===== src/rtl/cp0_timer_intc.sv =====
// CP0 timer and interrupt-pending unit: prescaled Count, N Compare channels with
// sticky match flags, and a masked pending vector feeding a priority-encoded request.
module cp0_timer_intc #(
   parameter int CNT_W    = 32,
   parameter int PRESCALE = 2,
   parameter int N_TIMERS = 2,
   parameter int N_HWINT  = 6,
   parameter int N_SWINT  = 2
) (
   input  logic                clk,
   input  logic                reset,
   input  logic [N_HWINT-1:0]  ext_int,
   input  logic                wen,
   input  logic [7:0]          addr,
   input  logic [31:0]         wdata,
   output logic [31:0]         rdata,
   input  logic                ex_valid,
   input  logic                ex_eret,
   output logic                int_req,
   output logic [3:0]          int_id,
   output logic [N_TIMERS-1:0] timer_hit
);

   localparam int P     = N_SWINT + N_HWINT + N_TIMERS;
   localparam int HW_LO = N_SWINT;
   localparam int TM_LO = N_SWINT + N_HWINT;
   localparam int PS_W  = (PRESCALE > 1) ? $clog2(PRESCALE) : 1;

   logic [PS_W-1:0]     ps_cnt;
   logic                tick;
   logic [CNT_W-1:0]    count;
   logic [CNT_W-1:0]    compare [N_TIMERS];
   logic [N_HWINT-1:0]  sync_p0;
   logic [N_HWINT-1:0]  sync_p1;
   logic [P-1:0]        pend;
   logic [P-1:0]        im;
   logic                ie;
   logic                exl;
   logic [P-1:0]        masked;

   logic                count_wr;
   logic                ctrl_wr;
   logic                pend_wr;
   logic [N_TIMERS-1:0] cmp_wr;

   assign count_wr = wen && (addr == 8'h00);
   assign ctrl_wr  = wen && (addr == 8'h01);
   assign pend_wr  = wen && (addr == 8'h02);

   always_comb begin
      cmp_wr = '0;
      for (int i = 0; i < N_TIMERS; i++) begin
         cmp_wr[i] = wen && (addr == (8'h10 + 8'(i)));
      end
   end

   assign tick = (ps_cnt == PS_W'(PRESCALE - 1));

   // Prescaler and Count; a COUNT write also restarts the prescale phase
   always_ff @(posedge clk) begin
      if (reset) begin
         ps_cnt <= '0;
         count  <= '0;
      end else if (count_wr) begin
         ps_cnt <= '0;
         count  <= wdata[CNT_W-1:0];
      end else begin
         ps_cnt <= tick ? '0 : ps_cnt + 1'b1;
         if (tick) begin
            count <= count + 1'b1;
         end
      end
   end

   always_ff @(posedge clk) begin
      if (reset) begin
         for (int i = 0; i < N_TIMERS; i++) begin
            compare[i] <= '1;
         end
      end else begin
         for (int i = 0; i < N_TIMERS; i++) begin
            if (cmp_wr[i]) begin
               compare[i] <= wdata[CNT_W-1:0];
            end
         end
      end
   end

   // Two-flop synchroniser for the asynchronous hardware lines
   always_ff @(posedge clk) begin
      if (reset) begin
         sync_p0 <= '0;
         sync_p1 <= '0;
      end else begin
         sync_p0 <= ext_int;
         sync_p1 <= sync_p0;
      end
   end

   // Pending vector: sw written by software, hw level-copied, timer sticky until
   // its Compare is rewritten (the rewrite wins over a same-cycle match)
   always_ff @(posedge clk) begin
      if (reset) begin
         pend <= '0;
      end else begin
         for (int s = 0; s < N_SWINT; s++) begin
            if (pend_wr) begin
               pend[s] <= wdata[s];
            end
         end
         for (int h = 0; h < N_HWINT; h++) begin
            pend[HW_LO + h] <= sync_p1[h];
         end
         for (int t = 0; t < N_TIMERS; t++) begin
            if (cmp_wr[t]) begin
               pend[TM_LO + t] <= 1'b0;
            end else if (count == compare[t]) begin
               pend[TM_LO + t] <= 1'b1;
            end
         end
      end
   end

   // Exception entry/return owns EXL over a same-cycle CTRL write
   always_ff @(posedge clk) begin
      if (reset) begin
         im  <= '0;
         ie  <= 1'b0;
         exl <= 1'b0;
      end else begin
         if (ctrl_wr) begin
            im <= wdata[P+1:2];
            ie <= wdata[0];
         end
         if (ex_valid) begin
            exl <= !ex_eret;
         end else if (ctrl_wr) begin
            exl <= wdata[1];
         end
      end
   end

   assign masked    = pend & im;
   assign int_req   = (|masked) && ie && !exl;
   assign timer_hit = pend[TM_LO +: N_TIMERS];

   always_comb begin
      int_id = 4'd0;
      for (int i = P - 1; i >= 0; i--) begin
         if (masked[i]) begin
            int_id = 4'(i);
         end
      end
   end

   always_comb begin
      rdata = '0;
      case (addr)
         8'h00: rdata[CNT_W-1:0] = count;
         8'h01: rdata[P+1:0]     = {im, exl, ie};
         8'h02: rdata[P-1:0]     = pend;
         default: begin
            for (int i = 0; i < N_TIMERS; i++) begin
               if (addr == (8'h10 + 8'(i))) begin
                  rdata[CNT_W-1:0] = compare[i];
               end
            end
         end
      endcase
   end

endmodule


===== config.mk =====
export PLATFORM = sky130hd
export DESIGN_NAME = cp0_timer_intc
export DESIGN_NICKNAME = d
export VERILOG_FILES = /design/src/rtl/cp0_timer_intc.sv
export SDC_FILE = /design/constraint.sdc
export NUM_CORES = 1
export LEC_CHECK = 0
export BUFFER_PORTS_ARGS = -buffer_cell sky130_fd_sc_hd__buf_2
export CAP_MARGIN = 20
export CORE_MARGIN = 2
export CORE_UTILIZATION = 52
export CTS_CLUSTER_SIZE = 25
export DETAILED_ROUTE_END_ITERATION = 7
export GPL_ROUTABILITY_DRIVEN = 0
export GPL_TIMING_DRIVEN = 0
export MAX_ROUTING_LAYER = met4
export PLACE_DENSITY = 0.84
export SKIP_LAST_GASP = 1
export SYNTH_ARGS = -nofsm -noshare
export SYNTH_HDL_FRONTEND = slang
export SYNTH_SLANG_ARGS = --single-unit

===== constraint.sdc =====
create_clock -name clk -period 2.25 [get_ports clk]
set_input_delay 0.3375 -clock clk [delete_from_list [all_inputs] [get_ports clk]]
set_output_delay 0.3375 -clock clk [all_outputs]
set_load 0.02 [all_outputs]

### Word level (Yosys, flattened, before mapping)

Memory sizes are Yosys's and may differ from the RTL's.
Cells that the tools add are included.

* register bits after elaboration: 67
* memory bits (writable): 64
* input bits: 51
* output and inout port bits: 39
* word-level logic and storage cells: 69
* memories: 1

* add/subtract/negate cells: 2
* equality and inequality tests: 6
* mux-type cells: 29
* bitwise logic cells: 3
* reduce and logical (&&, ||, !) cells: 17

Memories
* compare: depth 2, bits a word 32, read ports 2, clocked after Yosys merged registers in 0, wr ports 2, RTL line 32 `logic [CNT_W-1:0] compare [N_TIMERS];`

Operators with widths (count)
* $mux W32: 6
* $eq A32 B32 Y1: 2
* $mux W4: 10
* $pmux W20 S2: 1
* $add A32 B1 Y32 const B: 1
* $pmux W10 S3: 1
* $eq A8 B5 Y1 const B: 2
* $and A10 B10 Y10: 1
* $mux W1: 10
* $reduce_or A10 Y1: 1
* $eq A8 B1 Y1 const B: 1
* $eq A8 B2 Y1 const B: 1
* $logic_not A8 Y1: 1
* $logic_and A1 B1 Y1: 7
* $pmux W2 S3: 1
* $reduce_or A2 Y1: 3
* $reduce_bool A2 Y1: 2
* $reduce_or A3 Y1: 1
* $logic_not A1 Y1: 2
* $or A1 B1 Y1: 2
* $add A1 B1 Y1 const B: 1

### Logic depth before layout (Yosys ltp)

* depth after elaboration: 11
* depth in mapped cells: 7
* mapped depth without buffers: 6

### Least setup slack after synthesis

No wires, ideal clock.

* path type: input -> register
* start: input port addr[3]
* end: memory compare[1][0], in the netlist compare[0][32], enable pin
* library setup time: 0.391 ns
* data arrival time: 2.024 ns
* slack: -0.165 ns
* stages: 3
* path buffers: 1
* cell sequence: nor4b_2 clkbuf_1 a41o_1

RTL lines
* from (decl): RTL line 14 `input logic [7:0] addr,`
* to (decl): RTL line 32

### Worst setup path in the final report

* start: register ps_cnt
* end: register count[26]

* cells in the longest elaborated chain, start to end: 1

RTL lines
* from (decl): RTL line 29 `logic [PS_W-1:0] ps_cnt;`
* from (signal assigned): RTL line 68 `ps_cnt <= tick ? '0 : ps_cnt + 1'b1;`
* $reduce_bool A2 Y1 (no line)
* to (signal assigned): RTL line 66 `count <= wdata[CNT_W-1:0];`
* to (signal assigned): RTL line 70 `count <= count + 1'b1;`
* to (decl): RTL line 31 `logic [CNT_W-1:0] count;`

Every way passes these cells.
A chain may end at the register's enable or synchronous reset.

==> impl_metrics.ini <==
[setup_path]
required_ps = 2580
r2r-end = count[26]$_SDFFE_PP0P_
cp.arrival_ps = 2580
ff2ff_path_depth = 6
cp-start-kind = register
path_class = register to register
endpoint_kind = register
cp_max_fo = 10
r2r_start = ps_cnt$_SDFF_PP0_
ff2ff_setup_slack_ps = -0.7

[placed_design]
place_area_sq_mm = 0.00743
place_ws_ps = -825
hpwl_mm = 14.0
port_buffers = 89

[die]
die_w_um = 118
pin_count = 90
die_area_sq_mm = 0.0139
coreArea_sq_mm = 0.0127
rows = 41
start_util_pct = 53.4
die_y_um = 118

[clock_tree]
root_buffer = clkbuf_16
cts-buffers-inserted = 17
clock_latency_ps = 420
cts.sinks = 131
cts_hold_buf = 0
clkTransAtPathRegs_ps = 60
clk_path_buf_depth = 2
cts_tree = yes
h-tree-depth = 4

[sta]
max_freq_ghz = 0.444
finClkSkew_ps = 8.86
fin_crit_ps = 2250
rsz0062_at_grt = true
worst_slack_ps = -0.707
finalHoldViolCount = 0
maxSlewHeadroom_pct = 44.4
tightestPinTransition_ps = 835
post-route-period-util_pct = 100
drv_slew = 0
setup_violations = 1

[power]
p_int_mw = 4.47
vdd_drop_max_v = 0.000724
clkPwrFrac_pct = 48.2
leakagePower_nw = 3.11
p_sw_mw = 1.26
p_sw_share_pct = 22.0
combPwrFrac_pct = 5.8
sequentialPowerShare_pct = 46.0
powerDensity_mw_per_mm2 = 686

[global_route]
grt_pass1_wl_mm = 31.0
grtUsageTotal_pct = 29.9
antenna_found_initial = 0
grt_max_degree = 34
grt_pass1_vias = 5700
overflow = 0

[yosys]
synth_enable_flop_cells = 64
postSynthCellCount = 678
ys_ff_latch = 131
synth_area_sq_mm = 0.00677
synth-main-ff-cell = dfxtp_1
async_reset_ff_share_pct = 0
syn_avg_cell_area_sq_um = 9.98
yosysUniqueCellTypes = 47
yosys_warnings = 0
seq_area_frac_synth_pct = 48.2
synth_fp_nets = 730

[run]
drv_cap = 0

[routing]
first_iter_violations = 1013
finalWirelength_mm = 20.8
vias = 6086
via_per_inst = 6.18
detail_route.wl_per_cell_um = 21.1
antenna_left = 0
drc = 3
drt-pass1-iter-count = 8

[layout]
diodes = 0
nNetsFinal = 852
area_growth_pct = 23.5
drive_gt1_share_pct = 29.3
fin_area_sq_mm = 0.00836

[hold_path]
holdPathStages = 2
holdPathEnd = exl$_SDFFE_PP0P_
min_from = ex_eret
hp-class = primary input to register

[outcome]
outcome = finished with violations
violations = design-rule violations, negative setup slack
==> cell usage after synthesis, types with 8 or more instances <==
cell type / count / area share [%]
xnor2_1: 80 / 10
nor2b_1: 20 / 1.8
buf_4: 8 / 0.89
nor4_1: 8 / 0.74
a211oi_1: 32 / 3.5
a22oi_1: 24 / 2.7
clkbuf_1: 38 / 2.1
inv_1: 21 / 1.2
a21oi_1: 27 / 2.0
nand4_1: 29 / 2.7
edfxtp_1: 64 / 28
nor2_1: 50 / 2.8
buf_2: 18 / 1.3
dfxtp_1: 67 / 20
nand3_1: 10 / 0.74
o22ai_1: 12 / 1.1
xor2_1: 15 / 1.9
a222oi_1: 20 / 3.0
nand2_1: 44 / 2.4
or2_2: 33 / 3.0
==> power by group through the flow <==
| stage | Combinational, mW | Clock [mW] | Sequential [mW] |
|---|---|---|---|
| final | 0.332 | 2.76 | 2.64 |
| after global routing | 0.349 | 2.87 | 2.64 |
| after CTS | 0.314 | 2.74 | 2.63 |
| after detailed placement | 0.296 | 0 | 2.68 |
| after global placement | 0.295 | 0 | 2.68 |
| after floorplan | 0.161 | 0 | 2.67 |
==> critical path, cell delays in order, from the launching register on <==
cell	delay, ps
dfxtp_1	300
buf_2	220
nand4_1	480
nor4_4	500
nor3b_1	340
xnor2_1	100
a211oi_1	220
==> timing repair <==
action / CTS / global route
gates resized for setup: 37 / 29
hold endpoints to repair: 0 / 0
endpoints found under the setup margin: 99 / 41
pin swaps: 5 / 7
setup buffers: 8 / 6
==> cells in the final DEF, fill, tap and decap left out, types with 4 or more instances in the layout <==
cell	synthesis	layout
xnor2_1	80	80
nand3_1	10	10
nor3b_1	6	5
nand4_1	29	29
mux2i_1	5	5
nor4_1	8	6
a21oi_1	27	26
o22ai_1	12	10
and3_1	6	5
clkinv_2	0	6
edfxtp_1	64	64
and2_1	4	4
dfxtp_2	0	5
nor4_4	1	4
a222oi_1	20	20
clkbuf_16	0	17
buf_4	8	27
inv_1	21	21
nor2_1	50	48
nand2_1	44	43
dfxtp_1	67	61
nor2b_1	20	20
or2_2	33	33
a211oi_1	32	32
xor2_1	15	15
a22oi_1	24	24
clkbuf_8	0	4
buf_2	18	101
clkbuf_1	38	31
==> final cells by class <==
type | instances | area (sq um)
fillers | 981 | 4310
flip-flops and latches | 131 | 3270
multi-input cells | 461 | 3260
repair buffers | 103 | 573
clock buffers | 21 | 450
plain buffers | 65 | 365
well taps | 172 | 215
clock inverters | 11 | 136
inverters | 21 | 78.8
==> how the worst max path moves through the flow <==
stage	from	slack, ps	end
after floorplan	addr[3]	90	rdata[0]
after global placement	addr[5]	-780	rdata[11]
after detailed placement	addr[5]	-830	rdata[11]
after CTS	addr[3]	-10	rdata[20]
after global routing	addr[3]	-90	rdata[2]
final	ps_cnt$_SDFF_PP0_	-0.7	count[26]$_SDFFE_PP0P_
==> registers in the layout (all words and copies together), names as in the netlist <==
register and count:
im 10, pend 10, exl 1, compare 64, ps_cnt 1, sync_p0 6
sync_p1 6, count 32, ie 1
==> cell families after synthesis <==
kind of cell	synth area share, %
fa+ha+maj	0.185
compound gates	13.4
mux	0.739
xor+xnor	12.3
flops	48.2
simple gates	19.6
buf+inv	5.56
==> stage by stage <==
step           cells  total power, mW  hold slack, ps  TNS, ps  utilization, %
2_1_floorplan    678             2.83             414        0               -
3_3_place_gp     939             2.97             417   -57830            58.7
3_5_place_dp     939             2.98             424   -57980            58.7
4_1_cts          979             5.69             119    -30.2            64.9
5_1_grt          985             5.87             130     -128            66.0
6_report         985             5.73             116   -0.707            66.0
==> per-layer routing <==
| layer | vias to the layer above | global-route usage [%] | routed length (um) |
|---|---|---|---|
| met5 | - | - | 0 |
| met4 | 0 | 12.3 | 1080 |
| met3 | 96 | 7.61 | 2010 |
| met2 | 434 | 48.0 | 9820 |
| met1 | 2866 | 36.0 | 7880 |
| li1 | 2690 | - | - |
Note: power is estimated with default switching activity, not from simulation.
